## src/rtl/div_unit_pkg.sv

```systemverilog
// Shared encodings for the EX-stage divider: FSM states and the ready/start
// handshake levels used by the stall logic and the divide controller.
package div_unit_pkg;

    typedef enum logic [1:0] {
        DivFree   = 2'b00,
        DivByZero = 2'b01,
        DivOn     = 2'b10,
        DivEnd    = 2'b11
    } div_state_e;

    localparam logic DivResultReady    = 1'b1;
    localparam logic DivResultNotReady = 1'b0;
    localparam logic DivStart          = 1'b1;
    localparam logic DivStop           = 1'b0;

endpackage

```

## src/rtl/div_unit.sv

```systemverilog
// Multi-cycle radix-2 restoring divider: one quotient bit per cycle on operand
// magnitudes, with sign fix-up on the way into DivEnd; result = {rem, quo}.
module div_unit
    import div_unit_pkg::*;
#(
    parameter int WIDTH = 32
) (
    input  logic                 clk,
    input  logic                 rst,
    input  logic                 start_div,
    input  logic                 signed_div,
    input  logic                 annul,
    input  logic [WIDTH-1:0]     opdata1,
    input  logic [WIDTH-1:0]     opdata2,
    output logic [2*WIDTH-1:0]   result,
    output logic                 ready
);

    localparam int CW = $clog2(WIDTH);
    localparam logic [CW-1:0]    CNT_LAST = CW'(WIDTH - 1);
    localparam logic [CW-1:0]    CNT_ONE  = CW'(1);
    localparam logic [WIDTH-1:0] ONE      = WIDTH'(1);
    localparam logic [WIDTH-1:0] ZERO     = '0;

    div_state_e          state_q;
    logic [CW-1:0]       cnt_q;
    logic [WIDTH-1:0]    rem_q;
    logic [WIDTH-1:0]    quo_q;
    logic [WIDTH-1:0]    divisor_q;
    logic                neg_quo_q;
    logic                neg_rem_q;
    logic [2*WIDTH-1:0]  result_q;
    logic                ready_q;

    logic [WIDTH-1:0]    dividend_mag_d;
    logic [WIDTH-1:0]    divisor_mag_d;
    logic [WIDTH:0]      shifted_d;
    logic [WIDTH:0]      diff_d;
    logic [WIDTH-1:0]    rem_d;
    logic [WIDTH-1:0]    quo_d;
    logic [WIDTH-1:0]    rem_fix_d;
    logic [WIDTH-1:0]    quo_fix_d;

    // Operand magnitudes, one restoring step, and the signed fix-up of its result.
    always_comb begin
        dividend_mag_d = (signed_div && opdata1[WIDTH-1]) ? (~opdata1 + ONE) : opdata1;
        divisor_mag_d  = (signed_div && opdata2[WIDTH-1]) ? (~opdata2 + ONE) : opdata2;
        // {rem, quo} acts as the wide partial remainder; the dividend shifts out of quo.
        shifted_d      = {rem_q, quo_q[WIDTH-1]};
        diff_d         = shifted_d - {1'b0, divisor_q};
        if (diff_d[WIDTH]) begin
            rem_d = shifted_d[WIDTH-1:0];
        end else begin
            rem_d = diff_d[WIDTH-1:0];
        end
        quo_d     = {quo_q[WIDTH-2:0], ~diff_d[WIDTH]};
        quo_fix_d = neg_quo_q ? (~quo_d + ONE) : quo_d;
        rem_fix_d = neg_rem_q ? (~rem_d + ONE) : rem_d;
    end

    // Divider FSM with registered result and ready pulse.
    always_ff @(posedge clk or posedge rst) begin
        if (rst) begin
            state_q   <= DivFree;
            cnt_q     <= '0;
            rem_q     <= '0;
            quo_q     <= '0;
            divisor_q <= '0;
            neg_quo_q <= 1'b0;
            neg_rem_q <= 1'b0;
            result_q  <= '0;
            ready_q   <= DivResultNotReady;
        end else if (annul) begin
            state_q <= DivFree;
            ready_q <= DivResultNotReady;
        end else begin
            case (state_q)
                DivFree: begin
                    ready_q <= DivResultNotReady;
                    if (start_div == DivStart) begin
                        if (opdata2 == ZERO) begin
                            state_q <= DivByZero;
                        end else begin
                            state_q   <= DivOn;
                            cnt_q     <= '0;
                            rem_q     <= '0;
                            quo_q     <= dividend_mag_d;
                            divisor_q <= divisor_mag_d;
                            neg_quo_q <= signed_div & (opdata1[WIDTH-1] ^ opdata2[WIDTH-1]);
                            neg_rem_q <= signed_div & opdata1[WIDTH-1];
                        end
                    end else begin
                        state_q <= DivFree;
                    end
                end
                DivByZero: begin
                    state_q  <= DivEnd;
                    result_q <= '0;
                    ready_q  <= DivResultReady;
                end
                DivOn: begin
                    cnt_q <= cnt_q + CNT_ONE;
                    rem_q <= rem_d;
                    quo_q <= quo_d;
                    if (cnt_q == CNT_LAST) begin
                        state_q  <= DivEnd;
                        result_q <= {rem_fix_d, quo_fix_d};
                        ready_q  <= DivResultReady;
                    end else begin
                        state_q <= DivOn;
                    end
                end
                DivEnd: begin
                    state_q <= DivFree;
                    ready_q <= DivResultNotReady;
                end
                default: begin
                    state_q <= DivFree;
                    ready_q <= DivResultNotReady;
                end
            endcase
        end
    end

    assign result = result_q;
    assign ready  = ready_q;

endmodule

```

## config.mk

```make
export PLATFORM = sky130hd
export DESIGN_NAME = div_unit
export DESIGN_NICKNAME = d
export VERILOG_FILES = /design/src/rtl/div_unit_pkg.sv /design/src/rtl/div_unit.sv
export SDC_FILE = /design/constraint.sdc
export NUM_CORES = 1
export LEC_CHECK = 0
export ABC_CLOCK_PERIOD_IN_PS = 7300
export BUFFER_PORTS_ARGS = -buffer_cell sky130_fd_sc_hd__buf_2
export CORE_AREA = 4 4 227 229
export CTS_CLUSTER_SIZE = 24
export DETAILED_ROUTE_END_ITERATION = 10
export DIE_AREA = 0 0 231 233
export PLACE_DENSITY = 0.51
export SLEW_MARGIN = 20
export SYNTH_ARGS = -nofsm -noshare
export SYNTH_HDL_FRONTEND = slang
export SYNTH_SLANG_ARGS = --single-unit
export TNS_END_PERCENT = 100
```

## constraint.sdc

```tcl
create_clock -name clk -period 7.3 [get_ports clk]
set_clock_uncertainty 0.1 [all_clocks]
set_input_delay 1.095 -clock clk [delete_from_list [all_inputs] [get_ports clk]]
set_output_delay 1.095 -clock clk [all_outputs]
set_load 0.02 [all_outputs]
```

---- Word-level counts from Yosys, hierarchy flattened ----
Index checks and enable logic that the tools add are counted.
word-level totals
  bits in latches ......................... 0
  flip-flop bits (word level) ............. 170
  memories kept ........................... 0
  memory bits (read-only) ................. 0
  RAM bits ................................ 0
cells by class
  mux-type cells .......................... 24
  $add $sub $neg .......................... 6
  shift operators ......................... 0
  multiply operators ...................... 0
  equality and inequality tests ........... 8
  reductions and logical operators ........ 10
  div/mod/pow operators ................... 0
  order comparisons ....................... 0
  bitwise logic cells ..................... 10
operator list
  kind                                                              number
  32-bit 2-to-1 mux                                                 9
  32-bit by 1-bit adder with 32-bit output (second input constant)  4
  32-bit inverter                                                   4
  32-bit case mux with 2 select lines                               2
  64-bit case mux with 2 select lines                               1
  64-bit 2-to-1 mux                                                 1
  33-bit by 32-bit subtractor with 33-bit output                    1
  32-bit logical NOT                                                1
  5-bit 2-to-1 mux                                                  2
  5-bit case mux with 2 select lines                                1
  2-bit case mux with 4 select lines                                1
  4-bit AND reduction                                               2
  2-bit 2-to-1 mux                                                  3
  2-bit inequality test (second input constant)                     3
  5-bit by 1-bit adder with 5-bit output (second input constant)    1
  5-bit equality test (second input constant)                       1
  2-bit equality test (second input constant)                       2
  2-bit nonzero test                                                2
  1-bit 2-to-1 mux                                                  3
  3-bit inequality test (second input constant)                     1
  1-bit inverter                                                    3
  1-bit case mux with 3 select lines                                1
  3-bit AND reduction                                               1
  1-bit bitwise AND                                                 2
  other kinds (5)                                                   6

---- Logic depth before layout (Yosys ltp) ----
  word-level depth ........................ 7
  mapped depth ............................ 24

---- Worst setup path after synthesis ----
OpenSTA, ideal clock, no wires.
  kind .................................... reg-to-reg
  start point ............................. reg quo_q[31]
  end point ............................... reg result_q[62] (netlist: result[62])
  cell stages (with the launch flop) ...... 24
  clock period less this slack ............ 5.038 ns
  arrival ................................. 4.808 ns
  required time ........................... 7.070 ns
  slack ................................... 2.262 ns
  setup time .............................. 0.130 ns
  path buffers ............................ 3
  cell sequence ........................... dfrtp_1 -> inv_1 -> ha_1 -> inv_1 -> fa_1 -> a211oi_1 -> o211ai_1 -> nand4_1 -> a21oi_1 -> o211a_1 -> buf_6 -> clkinv_4 -> clkbuf_1 -> clkbuf_1 -> mux2i_1 -> ha_1 -> nand2_1 -> or3_1 -> nor3_1 -> a31oi_1 -> or4_1 -> o21ai_1 -> xnor2_1 -> o21ai_1
between the ends
  cells in the longest elaborated chain, start to end .. 7
ends and longest elaborated chain
  what                                            RTL line         source
  from (decl)                                     div_unit.sv:28   logic [WIDTH-1:0] quo_q;
  from (signal assigned)                          div_unit.sv:87   quo_q <= dividend_mag_d;
  from (signal assigned)                          div_unit.sv:104  quo_q <= quo_d;
  33-bit by 32-bit subtractor with 33-bit output  div_unit.sv:50   diff_d = shifted_d - {1'b0, divisor_q};
  32-bit 2-to-1 mux *                             div_unit.sv:51   if (diff_d[WIDTH]) begin
  32-bit inverter                                 div_unit.sv:58   rem_fix_d = neg_rem_q ? (~rem_d + ONE) : rem_d;
  32-bit by 1-bit adder with 32-bit output        div_unit.sv:58
  32-bit 2-to-1 mux *                             div_unit.sv:58
  64-bit 2-to-1 mux *                             div_unit.sv:105  if (cnt_q == CNT_LAST) begin
  64-bit case mux with 2 select lines *           div_unit.sv:77   case (state_q)
  to (signal assigned)                            div_unit.sv:107  result_q <= {rem_fix_d, quo_fix_d};
  to (decl)                                       div_unit.sv:32   logic [2*WIDTH-1:0] result_q;
Mark *: on every way between the ends. The rest lies on a longest branch, timed or not. The select of a mux whose other input is x is not followed.
A chain may end at the register's enable or synchronous reset.

---- Worst setup path in the final report ----
  start point ............................. reg quo_q[31]
  end point ............................... reg result_q[58] (netlist: result[58])
Same word-level chain as after synthesis.

==> results.sh <==
export IMPL_status="finished clean"
export IMPL_maxSlewViolCount=0
export IMPL_ctsResizeCount=0
export IMPL_cp_max_fo=37
export IMPL_hold_path_class="flip-flop to flip-flop"
export IMPL_fin_crit_ns=5.31
export IMPL_fp_coreArea_mm2=0.0497
export IMPL_cp_num_buf_inv=3
export IMPL_dp_hpwl_um=29700
export IMPL_timing_slew_headroom=0.303
export IMPL_grt_max_degree=103
export IMPL_pre_cts_ws_ns=2.09
export IMPL_nFillCells=5443
export IMPL_ff2ff_setup_slack_ns=1.99
export IMPL_postSynthNetCount=1646
export IMPL_grt_usage=0.147
export IMPL_vias=11258
export IMPL_ys_warn_count=0
export IMPL_synth_distinct_cells=80
export IMPL_synth_edf_count=0
export IMPL_drt_iter0_drc=794
export IMPL_final_layout_size_suffix_gt1_frac=0.131
export IMPL_regArea_mm2=0.00425
export IMPL_avgViaCountPerCell=4.90
export IMPL_dr_pass1_iters=7
export IMPL_cts_max_level=4
export IMPL_p_leak_nw=6.16
export IMPL_drc=0
export IMPL_grt_pass1_wl_um=63100
export IMPL_syn_to_final_growth_pct=14.9
export IMPL_arrival_ns=5.56
export IMPL_wl_per_cell_um=17.2
export IMPL_final_common_cell="nand2_1"
export IMPL_setup_worst_path_class="flip-flop to flip-flop"
export IMPL_cts_root_buf="clkbuf_16"
export IMPL_boundaryPins=134
export IMPL_syn_area_mm2=0.0122
export IMPL_die_width_um=231
export IMPL_worst_ep_required_time_ns=7.55
export IMPL_max_cap_viol_count=0
export IMPL_die_y_um=233
export IMPL_finalWorstSetupSlack_ns=1.99
export IMPL_clock_path_buffers=2
export IMPL_syn_avg_cell_area_um2=7.98
export IMPL_place_gp_congestion=0.850
export IMPL_worstSkewPairLatency_ns=0.46
export IMPL_finalWirelength_um=39500
export IMPL_synth_main_ff_cell="dfrtp_1"
export IMPL_timing_final_crit_share=0.727
export IMPL_ys_async_sr_fraction=1.00
export IMPL_syn_inst=1534
export IMPL_numPortBuffers=133
export IMPL_ys_ff_latch=170
export IMPL_path_cells="inv_1 -> ha_1 -> inv_1 -> fa_1 -> a211oi_1 -> o211ai_1 -> nand4_1 -> a211o_1 -> o211a_2 -> clkinv_4 -> a21oi_1 -> ha_1 -> nand2_1 -> or3_1 -> nor2_1 -> a31oi_1 -> o31ai_1 -> o31ai_1 -> xor2_1 -> a22o_1"
export IMPL_ant_nets=0
export IMPL_final_hold_violation_count=0
export IMPL_overflow=0
export IMPL_cts_tree="built"
export IMPL_tightestPinTransition_ns=1.04
export IMPL_finalSetupViolations=0
export IMPL_ir_drop_v=0.000184
export IMPL_die_area_mm2=0.0538
export IMPL_endpoint_kind="flip-flop"
export IMPL_antenna_found_initial=0
export IMPL_setup_tns_ns=0
export IMPL_crit_family="compound AO/OA/AOI/OAI gates"
export IMPL_path_clk_slew_ns=0.07
export IMPL_ys_seq_area_frac=0.348
export IMPL_post_cts_setup_buffers=0
export IMPL_startpoint_type="flip-flop"
export IMPL_grt_pass1_vias=10861
export IMPL_slowest_stage="o31ai_1"
export IMPL_mostFrequentLayoutCells="nand2_1 (270), o21ai_0 (181), dfrtp_1 (170), buf_2 (133), a21oi_1 (115)"
export IMPL_rows=82
export IMPL_cts_sinks=170
export IMPL_n_antenna_cell=0
export IMPL_critPathMaxStageDelay_ns=0.48
export IMPL_holdWs_ns=0.374
export IMPL_hold_buffers=0
export IMPL_max_freq_mhz=188
export IMPL_start_util=0.246
export IMPL_cts_made_buffers=17
export IMPL_multi_input_area_mm2=0.00744
export IMPL_rsz0062_at_grt="no"
export IMPL_p_per_area_mw_per_mm2=245
export IMPL_layout_nets=1725
-- flip-flops by register name (all words and copies together), names as in the netlist --
| name | cells |
|---|---|
| ready | 1 |
| state_q | 2 |
| result | 64 |
| quo_q | 32 |
| cnt_q | 5 |
| neg_rem_q | 1 |
| divisor_q | 32 |
| rem_q | 32 |
| neg_quo_q | 1 |
-- path summary, 6_finish.rpt --
| path | from | to | cells after the start |
|---|---|---|---|
| worst max register to register | quo_q[31] | result[58] | 20 |
| worst min register to register | result[23] | result[23] | 2 |
| worst max-delay path | quo_q[31] | result[58] | 20 |
| worst min-delay path | result[23] | result[23] | 2 |
| min in group asynchronous | rst | quo_q[7] | 2 |
| max in group asynchronous | rst | divisor_q[27] | 3 |
-- layer usage --
layer	up-vias	track usage	wire, um
met4	0	0.0372	640
met1	5300	0.220	20200
met3	25	0.0288	2390
met5	-	0	0
met2	349	0.215	16300
li1	5584	-	-
-- synthesized netlist by cell type, types with 9 or more instances --
cell | count | area, um2
xor2_1 | 74 | 648
a22o_1 | 16 | 140
o21ai_0 | 181 | 906
nand3_1 | 35 | 175
or3_1 | 28 | 175
dfrtp_1 | 170 | 4250
buf_2 | 10 | 50.1
o21a_1 | 9 | 67.6
nor4_1 | 12 | 75.1
o41ai_1 | 9 | 78.8
a211oi_1 | 10 | 75.1
o31ai_1 | 35 | 263
or4_1 | 9 | 67.6
and2_1 | 13 | 81.3
nor3_1 | 34 | 170
a21oi_1 | 115 | 576
inv_1 | 56 | 210
clkbuf_1 | 63 | 236
ha_1 | 42 | 526
xnor2_1 | 61 | 534
nor2_1 | 92 | 345
nand2b_1 | 9 | 56.3
nand2_1 | 270 | 1010
and3_1 | 10 | 62.6
and4_1 | 10 | 87.6
a31oi_1 | 18 | 113
mux2i_1 | 16 | 160
-- through the flow --
step	std cells	total power, W	utilization	cell area, um2
after floorplan	1534	0.00216	-	12200
after global placement	2266	0.00255	0.272	13500
after detailed placement	2266	0.00257	0.272	13500
after CTS	2298	0.00348	0.283	14100
after global routing	2298	0.00370	0.283	14100
final	2298	0.00345	0.283	14100
-- where the power goes --
part | internal (W) | switching [W]
clock network | 0.000483 | 0.000422
registers | 0.00112 | 0.000158
logic | 0.000440 | 0.000834
-- kinds of logic after synthesis --
group,synth area share
XOR/XNOR,0.0966
buffers and inverters,0.0456
AO/OA/AOI/OAI,0.226
AND/OR/NAND/NOR,0.218
multiplexers,0.0217
adder cells (fa/ha/maj),0.0446
flip-flops,0.348
-- layout make-up --
type / instances / share of cell area
inverter: 57 / 0.0161
clock buffer: 20 / 0.0318
sequential: 170 / 0.302
multi-input combinational: 1224 / 0.529
tap: 672 / 0.0598
clock inverter: 12 / 0.00818
timing repair buffer: 143 / 0.0527
-- tightest hold or removal path, stage by stage (launching register included) --
cell and delay (ns):
dfrtp_1 0.34, nand2_1 0.04, o21ai_0 0.06
No activity file was read; power rests on OpenSTA's default activity.
